## src/rtl/seq_detect_ctrl.sv

```systemverilog
// Programmable bit-serial pattern detector with arm/disarm control,
// saturating overlapping-match counter and sticky threshold interrupt.
module seq_detect_ctrl #(
    parameter int               PAT_W       = 4,
    parameter int               CNT_W       = 8,
    parameter logic [PAT_W-1:0] DEF_PATTERN = 4'b1011
) (
    input  logic                   clk,
    input  logic                   reset_i,
    input  logic                   cfg_valid_i,
    output logic                   cfg_ready_o,
    input  logic [PAT_W-1:0]       cfg_pattern_i,
    input  logic [$clog2(PAT_W):0] cfg_len_i,
    input  logic [CNT_W-1:0]       cfg_thresh_i,
    input  logic                   start_i,
    input  logic                   stop_i,
    input  logic                   in_valid_i,
    input  logic                   in_i,
    output logic                   detected_o,
    output logic [CNT_W-1:0]       count_o,
    output logic                   irq_o,
    input  logic                   irq_clr_i,
    output logic                   busy_o
);

    localparam int LEN_W = $clog2(PAT_W) + 1;

    typedef enum logic {IDLE, ARMED} state_t;

    state_t           state;
    logic [PAT_W-1:0] pattern;
    logic [LEN_W-1:0] len;
    logic [CNT_W-1:0] thresh;
    logic [PAT_W-1:0] hist;
    logic [LEN_W-1:0] fill;

    logic [LEN_W-1:0] len_clamp;
    logic [PAT_W-1:0] mask;
    logic [PAT_W-1:0] hist_nxt;
    logic [LEN_W-1:0] fill_nxt;
    logic [CNT_W-1:0] cnt_nxt;
    logic             shift_en;
    logic             hit;
    logic             cnt_inc;
    logic             irq_set;

    always_comb begin
        len_clamp = cfg_len_i;
        if (cfg_len_i == '0)
            len_clamp = LEN_W'(1);
        else if (cfg_len_i > LEN_W'(PAT_W))
            len_clamp = LEN_W'(PAT_W);
    end

    // Only the low len bits of history and pattern take part in the compare.
    always_comb begin
        mask = '0;
        for (int i = 0; i < PAT_W; i++)
            mask[i] = (LEN_W'(i) < len);
    end

    always_comb begin
        shift_en = (state == ARMED) && in_valid_i && !stop_i && !start_i;
        hist_nxt = (hist << 1) | PAT_W'(in_i);
        fill_nxt = (fill == LEN_W'(PAT_W)) ? fill : fill + LEN_W'(1);
        hit      = shift_en && (fill_nxt >= len) && (((hist_nxt ^ pattern) & mask) == '0);
        cnt_nxt  = count_o + CNT_W'(1);
        cnt_inc  = hit && (count_o != '1);
        // Only a real count change can raise irq, so a saturated count never re-fires it.
        irq_set  = cnt_inc && (thresh != '0) && (cnt_nxt == thresh);
    end

    always_ff @(posedge clk or negedge reset_i) begin
        if (!reset_i) begin
            state       <= IDLE;
            pattern     <= DEF_PATTERN;
            len         <= LEN_W'(PAT_W);
            thresh      <= '0;
            hist        <= '0;
            fill        <= '0;
            detected_o  <= 1'b0;
            count_o     <= '0;
            irq_o       <= 1'b0;
            busy_o      <= 1'b0;
            cfg_ready_o <= 1'b1;
        end else begin
            detected_o <= 1'b0;

            if (irq_set)
                irq_o <= 1'b1;
            else if (irq_clr_i)
                irq_o <= 1'b0;

            case (state)
                IDLE: begin
                    if (cfg_valid_i) begin
                        pattern <= cfg_pattern_i;
                        len     <= len_clamp;
                        thresh  <= cfg_thresh_i;
                    end
                    if (start_i && !stop_i) begin
                        state       <= ARMED;
                        hist        <= '0;
                        fill        <= '0;
                        count_o     <= '0;
                        busy_o      <= 1'b1;
                        cfg_ready_o <= 1'b0;
                    end
                end
                ARMED: begin
                    if (stop_i) begin
                        state       <= IDLE;
                        busy_o      <= 1'b0;
                        cfg_ready_o <= 1'b1;
                    end else if (start_i) begin
                        hist    <= '0;
                        fill    <= '0;
                        count_o <= '0;
                    end else if (in_valid_i) begin
                        hist       <= hist_nxt;
                        fill       <= fill_nxt;
                        detected_o <= hit;
                        if (cnt_inc)
                            count_o <= cnt_nxt;
                    end
                end
                default: state <= IDLE;
            endcase
        end
    end

endmodule

```

## config.mk

```make
export PLATFORM = sky130hd
export DESIGN_NAME = seq_detect_ctrl
export DESIGN_NICKNAME = d
export VERILOG_FILES = /design/src/rtl/seq_detect_ctrl.sv
export SDC_FILE = /design/constraint.sdc
export NUM_CORES = 1
export LEC_CHECK = 0
export ABC_AREA = 1
export BUFFER_PORTS_ARGS = -buffer_cell sky130_fd_sc_hd__buf_2
export CAP_MARGIN = 40
export CORE_MARGIN = 2
export CORE_UTILIZATION = 50
export DETAILED_ROUTE_END_ITERATION = 8
export GPL_ROUTABILITY_DRIVEN = 1
export PLACE_DENSITY_LB_ADDON = 0.3
export SYNTH_ARGS = -nofsm -noshare
export SYNTH_HDL_FRONTEND = slang
export SYNTH_SLANG_ARGS = --single-unit
```

## constraint.sdc

```tcl
create_clock -name clk -period 2.05 [get_ports clk]
set_clock_uncertainty 0.2 [all_clocks]
set_input_delay 0.5125 -clock clk [delete_from_list [all_inputs] [get_ports clk]]
set_output_delay 0.5125 -clock clk [all_outputs]
set_load 0.05 [all_outputs]
```

==> results of run 1 <==
-- layout make-up --
type	instances	area [um^2]
Fill cell	294	1156
Timing Repair Buffer	53	315.3
Inverter	35	133.9
Multi-Input combinational cell	183	1046
Sequential cell	34	858.3
Clock inverter	1	5.005
Tap cell	48	60.06
Clock buffer	7	86.33
-- how the worst max path moves through the flow --
stage	start	to	slack, ns	cells after the start
after floorplan	fill[0]$_DFFE_PN0P_	count_o[5]$_DFFE_PN0P_	-0.03	16
after global placement	fill[1]$_DFFE_PN0P_	count_o[5]$_DFFE_PN0P_	-0.13	16
after detailed placement	fill[1]$_DFFE_PN0P_	count_o[0]$_DFFE_PN0P_	-0.21	16
after CTS	fill[0]$_DFFE_PN0P_	count_o[0]$_DFFE_PN0P_	-0.14	16
after global routing	fill[1]$_DFFE_PN0P_	count_o[6]$_DFFE_PN0P_	-0.33	16
final	fill[1]$_DFFE_PN0P_	count_o[7]$_DFFE_PN0P_	-0.21	16
-- per-layer routing --
metal,vias to the layer above,global-route usage [%],wire [um]
met1,773,30.51,2043
met2,46,35.35,2104
li1,923,-,-
met5,-,0,0
met4,0,7.813,80
met3,10,6.133,200
-- metrics by stage --
stage | worst slack [ns] | setup TNS [ns]
2_1_floorplan | -0.03240 | -0.2105
3_3_place_gp | -0.1290 | -1.087
3_5_place_dp | -0.2070 | -1.695
4_1_cts | -0.1359 | -1.111
5_1_grt | -0.3268 | -2.934
6_report | -0.2121 | -1.886
-- worst register-to-register path, cell delays in order, from the launching register on --
cell and delay (ns):
sky130_fd_sc_hd__dfrtp_1 0.38, sky130_fd_sc_hd__inv_2 0.07, sky130_fd_sc_hd__ha_4 0.16, sky130_fd_sc_hd__nand2_4 0.07, sky130_fd_sc_hd__nand2_4 0.05, sky130_fd_sc_hd__nor2_4 0.11
sky130_fd_sc_hd__inv_2 0.05, sky130_fd_sc_hd__ha_4 0.28, sky130_fd_sc_hd__nand3b_1 0.10, sky130_fd_sc_hd__nand3_2 0.10, sky130_fd_sc_hd__nand2_4 0.06, sky130_fd_sc_hd__inv_4 0.06
sky130_fd_sc_hd__nand3_4 0.09, sky130_fd_sc_hd__nand2_4 0.13, sky130_fd_sc_hd__nand2_8 0.09, sky130_fd_sc_hd__nand2_2 0.09, sky130_fd_sc_hd__nand2_1 0.05
-- where the power goes --
part           leakage [nW]  internal (mW)  switching (mW)
registers             0.434          0.747          0.0533
logic                 0.837          0.161           0.259
clock network        0.0482          0.271           0.240
total                  1.32           1.18           0.552
-- flip-flops by register name, indices dropped and copies added, names as in the netlist --
name,cells
busy_o,1
detected_o,1
thresh,8
state,1
len,3
irq_o,1
pattern,4
count_o,8
fill,3
cfg_ready_o,1
hist,3
-- layout by cell type, fill, tap and decap left out, drive strengths merged --
cell	netlist	final
xor2	4	4
nand3	25	25
dfstp	5	5
nand3b	2	2
nand4	2	2
buf	3	52
o21ai	17	17
clkbuf	0	7
clkinv	1	1
o21a	1	1
dlygate4sd3	0	1
o22ai	4	4
nor2	24	24
xor3	1	1
nand2	89	90
inv	34	35
dfrtp	29	29
nor3	2	2
a21oi	4	4
or2	1	1
ha	6	6
-- kinds of logic (layout without fill, tap and decap cells) --
family / after synthesis / in the layout / share of synthesized area, %
AOI/OAI and AO/OA: 26 / 26 / 7.204
xor gates and xnor gates: 5 / 5 / 3.078
adders and majority gates: 6 / 6 / 3.929
buffers and inverters: 38 / 96 / 7.662
DFF: 34 / 34 / 44.86
and+or+nand+nor: 145 / 146 / 33.27
-- what timing repair did --
item                       4_1_cts  5_1_grt
pin swaps                       15       11
hold buffers                     1        0
setup buffers                    4        3
cloned                           1        0
hold endpoints to repair         8        0
setup endpoints to repair        9       10
resized for setup                8       19
==> results.md, run 1 <==
Global route:
- Entering global routing, the biggest net connects 23 pins.
- The first global-routing pass estimated 7272 um of wire.
- The total routing resource utilization after global routing is about 23%.
- The initial antenna violation count was 0.
- The total global routing overflow is 0.
- The number of global-route vias before repair is 1573.

Outcome:
- The final reports fail on negative setup slack.
- The run finished, with violations left.

Drt:
- The DRC violation count after routing is 0.
- The average wire length per cell after detail routing is 12.27 um.
- The routed layout has 1752 vias.
- In this run, the number of DRC markers left after iteration 0 of detailed routing was 115.
- Once detail routing completed, the nets flagged for antenna violations numbered 0.
- In the routed layout, each cell is associated on average with a via count of 4.853.
- The first-pass iteration count of the detailed router is 4.
- The routed wire length is 4429 um.

Yosys:
- A synthesized cell averages 7.522 um^2.
- The most frequent cell after synthesis is sky130_fd_sc_hd__nand2_1.
- The cell area after synthesis is between 1500 and 2000 um^2.
- Synthesis instantiated 26 different standard cells from the library.
- In the post-synthesis netlist, the biggest area contributors are sky130_fd_sc_hd__dfrtp_1, sky130_fd_sc_hd__nand2_1, sky130_fd_sc_hd__dfstp_2, sky130_fd_sc_hd__nand3_1, sky130_fd_sc_hd__inv_1.
- After synthesis, the share of flip-flops with an asynchronous set or reset is 100.0%.
- After synthesis, the largest area contributor takes up a little under two fifths of total cell area.
- The number of synthesized flops with an enable pin is 0.
- Counting instances in the post-synthesis netlist gives the leading cell types as sky130_fd_sc_hd__nand2_1, sky130_fd_sc_hd__dfrtp_1, sky130_fd_sc_hd__inv_1, sky130_fd_sc_hd__nand3_1, sky130_fd_sc_hd__nor2_1.
- Synthesis produced a netlist with a net count of 283.
- The cell type with the highest aggregate area in the netlist is sky130_fd_sc_hd__dfrtp_1.
- Summing the sequential cell areas from Yosys gives approximately 45% of the chip area.
- The count of mapped cells out of synthesis is about 250.
- During synthesis, Yosys emitted a total of 0 warnings.
- The most used flip-flop cell after synthesis is sky130_fd_sc_hd__dfrtp_1.
- The synthesized design contains 34 register bits.

STA:
- The final setup violation count is 10.
- The final cycle utilization of the critical path is 110.3%.
- The hold slack is 0.2128 ns.
- The slew at the pin closest to its max-slew limit is 0.5630 ns.
- Setup repair after global routing could not meet its margin everywhere.
- The worst slew slack as a fraction of its limit is between 60% and 70%.
- The final period demand of the worst path is 2.262 ns.
- The final-report hold violation count came to 0.
- For this run, the top clock speed supported by timing is 442.1 MHz.
- The final number of max-transition violations is 0.
- The worst path setup slack after routing is -0.2121 ns.

Hold path:
- In this run the most critical hold path is launched from cfg_pattern_i[1].
- The tightest min-delay check is of the in -> reg type.
- The capture endpoint of the worst hold path is pattern[1]$_DFFE_PN1P_.
- The worst hold path stage count is 3.

Setup path:
- The largest incremental delay on the critical path is 0.38 ns.
- At the worst endpoint, the required time is 2.03 ns.
- The capture instance of the worst register-to-register path is count_o[7]$_DFFE_PN0P_.
- Of all nets on the critical path, the largest fanout is 8.
- The cell family with the largest share of critical-path delay is simple AND/OR/NAND/NOR gates.
- Counting both buffers and inverters, the worst setup path holds a total of 3.
- The master of the slowest instance on the critical path is sky130_fd_sc_hd__dfrtp_1.
- The worst setup path is captured at a flip-flop.
- The data arrival time of the worst path is 2.24 ns.
- The cell occurring most often along the worst timing path is sky130_fd_sc_hd__nand2_4.
- The worst setup path is of the reg -> reg kind.
- The worst setup path is launched from a flip-flop.
- The startpoint of the lowest-slack register-to-register path is fill[1]$_DFFE_PN0P_.
- The cell count of the worst reg-to-reg path is 16.
- In this run the register-to-register setup slack is -0.21 ns.
- The critical path goes through inv_2 -> ha_4 -> nand2_4 -> nand2_4 -> nor2_4 -> inv_2 -> ha_4 -> nand3b_1 -> nand3_2 -> nand2_4 -> inv_4 -> nand3_4 -> nand2_4 -> nand2_8 -> nand2_2 -> nand2_1.

Power and ir drop:
- The leakage power is 1.319 nW.
- Dividing total power by cell area gives a power density of 690.8 nW/um^2.
- Overall power consumption after layout is estimated at ~1.7 mW.
- The worst-case vdd ir drop is 0.5122 mV.

Layout:
- The diode insertion count for antenna repair is 0.
- The area added between synthesis and finish is 31.11%.
- Cells fill 68.42% of the core in the end.
- In the final design database the tool counted 341 nets.
- The share of post-route cells with drive strength above 1 is 34.82%.
- The final design area excluding fillers is 2505 um^2.
- Once layout is complete, the cells apart from fillers number 361.

Die:
- The number of rows in the core area is 22.
- The boundary pin count is 35.
- The die is 65.82 um tall.
- The die span in x is 65.82 um.
- The die covers between 4000 and 5000 um^2.
- Once the floorplan was initialized, standard cells occupied 52.19% of the core.
- The placeable core region is 3661 um^2.

Placed design:
- The number of buffers added on ports is 34.
- Once detailed placement completed, the half-perimeter wirelength came to 2960 um.
- The final weighted congestion of routability-driven global placement is 0.8131.
- The number of cells in the design after placement is 344.
- The placed instances occupy a cell area of 2252 um^2.

CTS:
- Counting the buffers created by CTS gives 5.
- In this run the deepest clock path goes through 2 buffers.
- The root buffer cell is sky130_fd_sc_hd__clkbuf_8.
- Clock-pin slew was measured on the worst setup and hold paths at ~0.07 ns.
- The level count of the clock H-tree is 2.
- TritonCTS built the clock tree.
- The later pin in the worst-skew pair is clocked with a latency of around 0.29 ns.
- The number of sinks on the clock net is 34.

Run:
- The tool flagged a number of max-cap violations equal to 0.
No activity file was read; power rests on OpenSTA's default activity.
==> inputs of run 2 (changes only) <==
CORE_UTILIZATION = 53   (was 50)
clock period = 2.91 ns   (was 2.05 ns; I/O delays follow)
==> run 2 against run 1 <==
Total power fell by 39%. Worst setup slack improved by 0.74 ns. Non-clock buffer count fell by 19. Core utilization fell by 4.0 points. Global-route usage fell by 2.6 points. Highest routed layer unchanged. Sequential power fell by 30%. The run now ends clean. Largest power group unchanged. Register-to-register slack improved by 0.74 ns. First-iteration DRC count fell by 67%. Critical path type unchanged. Via count fell by 5.5%. Design area fell by 13%.
==> results.md, run 2 (synthesis gave the netlist of run 1 again) <==
Outcome:
- The flow ran to the end, and the final reports show no timing, DRC or antenna violations.

CTS:
- The insertion delay of the later-clocked pin in the worst-skew pair is 0.34 ns.
- After clock tree synthesis, the clock-pin slew on the worst setup and hold paths is 0.10 ns.
- The number of CTS-inserted buffers is 5.
- The number of buffers inserted to repair setup after CTS is 0.
- After clock tree synthesis, the repair step resized 0 gates.
- The maximum buffer depth of the clock tree is 2.
- The root buffer cell is sky130_fd_sc_hd__clkbuf_4.
- For this design, the CTS-stage hold fixing added 0 buffers.
- TritonCTS built the clock tree.
- The level count of the clock H-tree is 2.
- For this design, the sink count on the clock tree is 34.

Setup path:
- The setup path with the least slack is of type reg -> reg.
- The slack of the worst reg-to-reg path is ~0.53 ns.
- For the worst setup path, the data required time is 2.98 ns.
- The largest fanout of any net on the critical path is 9.
- The cell occurring most often along the worst timing path is sky130_fd_sc_hd__nand2_1.
- The kind of end point of the critical path is a flip-flop.
- The master of the slowest instance on the critical path is sky130_fd_sc_hd__dfrtp_1.
- The signal on the critical path passes through inv_1 -> ha_1 -> nand2_1 -> nand2_1 -> nor2_1 -> inv_1 -> ha_1 -> a21oi_1 -> nand3_1 -> nand2_1 -> clkinv_1 -> nand3_2 -> nand2_4 -> nand2_4 -> nand2_1 -> nand2_1.
- The data arrival time of the worst path is 2.45 ns.
- In this design, the stage delay of the slowest critical-path cell is 0.36 ns.
- The worst setup path is launched from a flip-flop.

Placed design:
- The number of placed instances, taps included, is 331.
- Detailed placement ended at an HPWL of 2821 um.
- The final weighted congestion of routability-driven global placement is 0.8529.
- The number of buffers added on ports is 34.
- OpenSTA, run right after detailed placement, puts the worst setup slack at 0.5360 ns.

Drt:
- After detailed routing, the number of vias per cell comes to 4.882.
- The wire length on met2 is 1613 um.
- The starting DRC count in detailed routing is 38.
- The routed wire length is 3578 um.
- The average wire length per cell after detail routing is 10.55 um.
- The top layer reached by signal wires is met4.
- The overall via count from detail_route is 1655.
- The first TritonRoute pass finished after 4 iterations.
- The wire length on met1 is between 1500 and 2000 um.
- The sum of met3 wire segment lengths after detailed routing is about 190 um.
- The antenna violation net count after detailed routing is 0.
- After detailed routing, the number of remaining DRC violations is 0.

Global route:
- The number of global-route vias before repair is 1562.
- The total overflow left after global routing is 0.
- The initial antenna violation count was 0.
- The total routing resource utilization after global routing is 20.13%.
- Entering global routing, the biggest net connects 35 pins.
- The global-route wire length before repair is approximately 6400 um.

STA:
- Timing would allow up to roughly 420 MHz.
- The worst slew slack as a fraction of its limit is 52.18%.
- The final number of max-transition violations is 0.
- The final period demand of the worst path is 2.379 ns.
- The final cycle utilization of the critical path is 81.75%.
- The slew at the pin closest to its max-slew limit is 0.7173 ns.
- Setup total negative slack on the finished layout was measured at 0 ns.
- The final-report hold violation count is 0.
- Setup repair after global routing left no endpoint under its margin.
- Setup violations remaining at the end of the flow were counted as 0.
- The worst path setup slack after routing is 0.5311 ns.

Power and ir drop:
- The analysis attributes to cell leakage a power of about 1.2 nW.
- The worst-case vdd ir drop is 0.3558 mV.
- Power spread over the standard cell area amounts to just under 500 nW/um^2.

Die:
- In this run the count of I/O pins placed on the die edge is 35.
- The floorplan step set the die width to ~64 um.
- The floorplan die height is 64.04 um.
- The die covers between 4000 and 5000 um^2.
- In this run the standard cell core region covers ~3400 um^2.
- The floorplan has 21 rows.
- The starting density of the core is 56.37%.

Layout:
- The final layout contains 321 nets.
- Relative to the synthesized area, the layout overhead comes to 14.28%.
- The share of post-route cells with drive strength above 1 is 20.48%.
- The largest registers in the layout are count_o (8), thresh (8), pattern (4).
- For this run, the number of standard cells in the final layout without fillers is between 300 and 400.
- The diode insertion count for antenna repair is 0.
- Leaving out fill and tap cells, the most frequent cell in the layout is sky130_fd_sc_hd__nand2_1.
- In the layout the commonest cells are sky130_fd_sc_hd__nand2_1, sky130_fd_sc_hd__buf_2, sky130_fd_sc_hd__inv_1, sky130_fd_sc_hd__dfrtp_1, sky130_fd_sc_hd__nand3_1.

Run:
- Across the run, the number of max-cap violations was 0.

Hold path:
- The worst hold-check path type is in -> async.
-- run 2: cell types whose count changed in the layout (fill, tap and decap cells not counted), sizes merged --
cell	change
inv	-1
buf	-18
clkinv	+1
nand2	-1
dlygate4sd3	-1
-- run 2: power breakdown --
group	leakage [nW]	internal (mW)	switching, mW
logic	0.721	0.0844	0.153
registers	0.435	0.525	0.0363
clock network	0.0353	0.117	0.148
total	1.19	0.726	0.337
-- run 2: area by class of cell --
class	instances	area [um^2]
Fill cell	314	1206
Multi-Input combinational cell	182	907.1
Sequential cell	34	857.1
Timing Repair Buffer	34	170.2
Inverter	35	131.4
Tap cell	46	57.56
Clock buffer	7	55.05
Clock inverter	1	5.005
-- run 2: path summary, 6_finish.rpt --
check / startpoint / end / cells past startpoint
max in group asynchronous: reset_i / count_o[1]$_DFFE_PN0P_ / 1
worst min register to register: pattern[0]$_DFFE_PN1P_ / pattern[0]$_DFFE_PN1P_ / 2
min in group clk: pattern[0]$_DFFE_PN1P_ / pattern[0]$_DFFE_PN1P_ / 2
worst max-delay path: fill[0]$_DFFE_PN0P_ / count_o[4]$_DFFE_PN0P_ / 16
worst min-delay path: reset_i / len[1]$_DFFE_PN0P_ / 1
worst max register to register: fill[0]$_DFFE_PN0P_ / count_o[4]$_DFFE_PN0P_ / 16
-- run 2: metal layers --
metal,GRT usage (%),vias to the layer above
met1,25.75,722
li1,-,884
met4,7.065,0
met5,0,-
met3,5.986,8
met2,32.42,41
-- run 2: per-stage QoR --
| stage | hold WS (ns) | area, um^2 | utilization, % | power [mW] |
|---|---|---|---|---|
| 3_3_place_gp | 0.2626 | 2123 | 62.64 | 0.7997 |
| 3_5_place_dp | 0.2757 | 2123 | 62.64 | 0.8083 |
| 5_1_grt | 0.2768 | 2183 | 64.41 | 1.134 |
| 2_1_floorplan | 0.2319 | 1911 | - | 0.7398 |
| 6_report | 0.2311 | 2183 | 64.41 | 1.063 |
| 4_1_cts | 0.2486 | 2183 | 64.41 | 1.075 |
-- run 2: worst max-delay path: cells and delay by family (launching register included) --
family	cells	cell delay (ns)
simple gates	10	0.87
fa+ha+maj	2	0.49
flops	1	0.36
buf+inv	3	0.22
compound gates	1	0.16
==> inputs of run 3 (changes only) <==
clock period = 2.5 ns   (was 2.91 ns; I/O delays follow)
==> run 3 against run 2 <==
Non-clock buffer count up 1. Sequential power grew 17%. Highest routed layer unchanged. Critical path type unchanged. Combinational power is 19% higher. Worst hold slack got worse by 0.093 ns. Design area up 0.69%. Final cell count increased by 0.29%.
==> results.md, run 3 (synthesis gave the netlist of run 1 again) <==
Outcome:
- The flow ran to the end, and the final reports show no timing, DRC or antenna violations.

Power and ir drop:
- The switching part of the total power is 32.14%.
- The share of total power dissipated in sequential elements is 53.8%.
- Summed over all cells, the static leakage comes to about 1.2 nW.
- The net switching power figure is 0.3910 mW.
- Overall power consumption after layout is estimated at roughly 1.2 mW.
- The internal portion of the total power is slightly above 0.8 mW.
- The combinational group share of total power is 23.2%.
- Dividing total power by cell area gives a power density of 553.4 nW/um^2.
- The worst-case IR drop observed on VDD is 0.3231 mV.
- The clock network burns 23.1% of the power.

STA:
- The slew at the pin closest to its max-slew limit is ~0.7 ns.
- Across all setup checks in the final design, the least slack found is 0.1970 ns.
- In the final timing run, aggregate negative setup slack is 0 ns.
- The final cycle utilization of the critical path is 92.12%.
- Setup repair after global routing left no endpoint under its margin.
- The upper clock frequency limit is 434.2 MHz.
- Headroom to the max-slew limit came out at between 50% and 60%.
- The final setup violation count is 0.
- The final number of max-transition violations is 0.
- The final-report hold violation count was 0.
- The worst path needs 2.303 ns of the cycle, external delays included.

Setup path:
- At the worst endpoint, the arrival time is 2.33 ns.
- The worst setup path is captured at a flip-flop.
- On the critical path, the stage with the largest delay is an instance of sky130_fd_sc_hd__dfrtp_1.
- The worst setup path is launched from a flip-flop.
- Walking the worst path, the cells encountered are inv_1 -> ha_1 -> nand2_1 -> nand2_1 -> nor2_2 -> inv_1 -> ha_4 -> nand3b_1 -> nand3_1 -> nand2_1 -> clkinv_1 -> nand3_2 -> nand2_4 -> nand2_4 -> nand2_1 -> nand2_1.
- The cell occurring most often along the worst timing path is sky130_fd_sc_hd__nand2_1.
- The largest incremental delay on the critical path is 0.36 ns.
- The critical path start-end classification is reg -> reg.
- The required arrival time at the worst endpoint is 2.53 ns.
- The cell count of the worst reg-to-reg path is 16.
- Of all nets on the critical path, the largest fanout is 9.

Layout:
- The area added between synthesis and finish is 15.06%.
- The largest registers in the layout are count_o (8), thresh (8), pattern (4).
- In the final design database the tool counted around 320 nets.
- The library cells used most frequently in the layout, excluding fill and tap cells, are sky130_fd_sc_hd__nand2_1, sky130_fd_sc_hd__buf_2, sky130_fd_sc_hd__inv_1, sky130_fd_sc_hd__dfrtp_1, sky130_fd_sc_hd__nand3_1.
- The most common cell after layout, fill and taps aside is sky130_fd_sc_hd__nand2_1.
- 0 antenna diodes ended up in the layout.
- Cells with a size suffix above 1 make up a little over a fifth of the layout.
- The layout filler cell count is ~310.
- The final standard cell count with taps included and fillers excluded is 340.

Global route:
- Global routing consumed, over all layers together, about a fifth of the routing resources.
- The total global routing overflow is 0.
- The initial antenna violation count is 0.
- The number of global-route vias before repair was 1491.
- In this run the most used layer during global routing was met2.
- In the global route stage, met2 resource usage came out at 30.60%.
- The first global-routing pass estimated 6210 um of wire.
- Global routing consumed, on the met3 layer, 5.282% of the routing resources.
- In the global route stage, met1 resource usage came out at roughly a quarter.
- The pin count of the biggest net entering global routing is 35.

Die:
- The die area is slightly above 4000 um^2.
- The total area inside the core boundary comes to roughly 3400 um^2.
- From bottom edge to top edge, the die measures 64.04 um.
- The boundary pin count is 35.
- The number of rows in the core area is 21.
- In this run the horizontal extent of the chip is 64.04 um.
- The initial utilization of the core area, before any placement, comes to a little under three fifths.

Drt:
- For this run, the detailed router's first-pass iteration total came to 5.
- In the final routed layout, each cell accounts on average for 10.46 um.
- The starting DRC count in detailed routing is between 50 and 60.
- The DRC violation count after routing is 0.
- For this block, the routed nets add up to 3556 um of wire.
- The antenna violation net count after detailed routing is 0.
- After detailed routing, the number of vias per cell comes to around 4.9.
- The overall via count from detail_route is 1649.

CTS:
- After clock tree synthesis, the clock-pin slew on the worst setup and hold paths is 0.10 ns.
- The insertion delay of the later-clocked pin in the worst-skew pair is 0.33 ns.
- Post-CTS repair changed the size of 0 cells.
- The clock tree from TritonCTS is done.
- The root buffer cell is sky130_fd_sc_hd__clkbuf_4.
- The level count of the clock H-tree is 2.
- The maximum buffer depth of the clock tree is 2.
- The number of setup buffers added after CTS is 0.
- The number of hold buffers added after CTS was 0.
- The number of CTS-inserted buffers is 5.
- The tree built by TritonCTS fans out to 34 sinks.

Run:
- Max-cap violations in this run came to 0.

Placed design:
- The post-place setup slack is around 0.15 ns.
- The number of placed instances, taps included, is 332.
- Routability-driven placement finished with a final weighted congestion of 0.8550.
- Detailed placement finished with a half-perimeter wire length of 2755 um.
- Port buffering added 34 buffers.

Hold path:
- The worst hold-check path type is in -> async.
-- run 3: area by class of cell --
cell class	instances	area (um^2)	area share, %
repair buffers	35	177.7	8.082
clock buffers	8	48.80	2.220
flip-flops and latches	34	857.1	38.99
multi-input cells	182	925.9	42.12
well taps	46	57.56	2.618
inverters	35	131.4	5.976
-- run 3: metal layers --
metal | vias up | wire length, um | part of all wire [%]
li1 | 881 | - | -
met1 | 735 | 1782 | 50
met2 | 29 | 1585 | 45
met3 | 4 | 151 | 4.2
met4 | 0 | 36 | 1.0
met5 | - | 0 | 0
-- run 3: metrics by stage --
step	util, %	hold WS [ns]	instance area, um^2
6_report	64.86	0.1378	2198
2_1_floorplan	-	0.1294	1911
3_5_place_dp	62.86	0.2638	2131
4_1_cts	64.30	0.1555	2180
3_3_place_gp	62.86	0.2629	2131
5_1_grt	64.86	0.1760	2198
-- run 3: worst paths after layout --
| check | start | endpoint | slack [ns] |
|---|---|---|---|
| min | reset_i | hist[2]$_DFFE_PN0P_ | 0.14 |
| max reg2reg | fill[0]$_DFFE_PN0P_ | count_o[7]$_DFFE_PN0P_ | 0.20 |
| max | fill[0]$_DFFE_PN0P_ | count_o[7]$_DFFE_PN0P_ | 0.20 |
| min reg2reg | pattern[3]$_DFFE_PN1P_ | pattern[3]$_DFFE_PN1P_ | 0.28 |
| min in group clk | pattern[3]$_DFFE_PN1P_ | pattern[3]$_DFFE_PN1P_ | 0.28 |
| max in group asynchronous | reset_i | thresh[7]$_DFFE_PN0P_ | 1.50 |
-- run 3: power by group through the flow --
stage                     Combinational, mW  Sequential [mW]  Clock, mW
final                                 0.282            0.654      0.281
after global routing                  0.320            0.663      0.317
after CTS                             0.279            0.654      0.295
after detailed placement              0.278            0.664          0
after global placement                0.272            0.661          0
after floorplan                       0.173            0.688          0
-- run 3: critical path: cells and delay by family (launching register included) --
| family | cells | cell delay (ns) |
|---|---|---|
| AND/OR/NAND/NOR | 11 | 0.96 |
| adder cells (fa/ha/maj) | 2 | 0.47 |
| flip-flops | 1 | 0.36 |
| buffers and inverters | 3 | 0.21 |
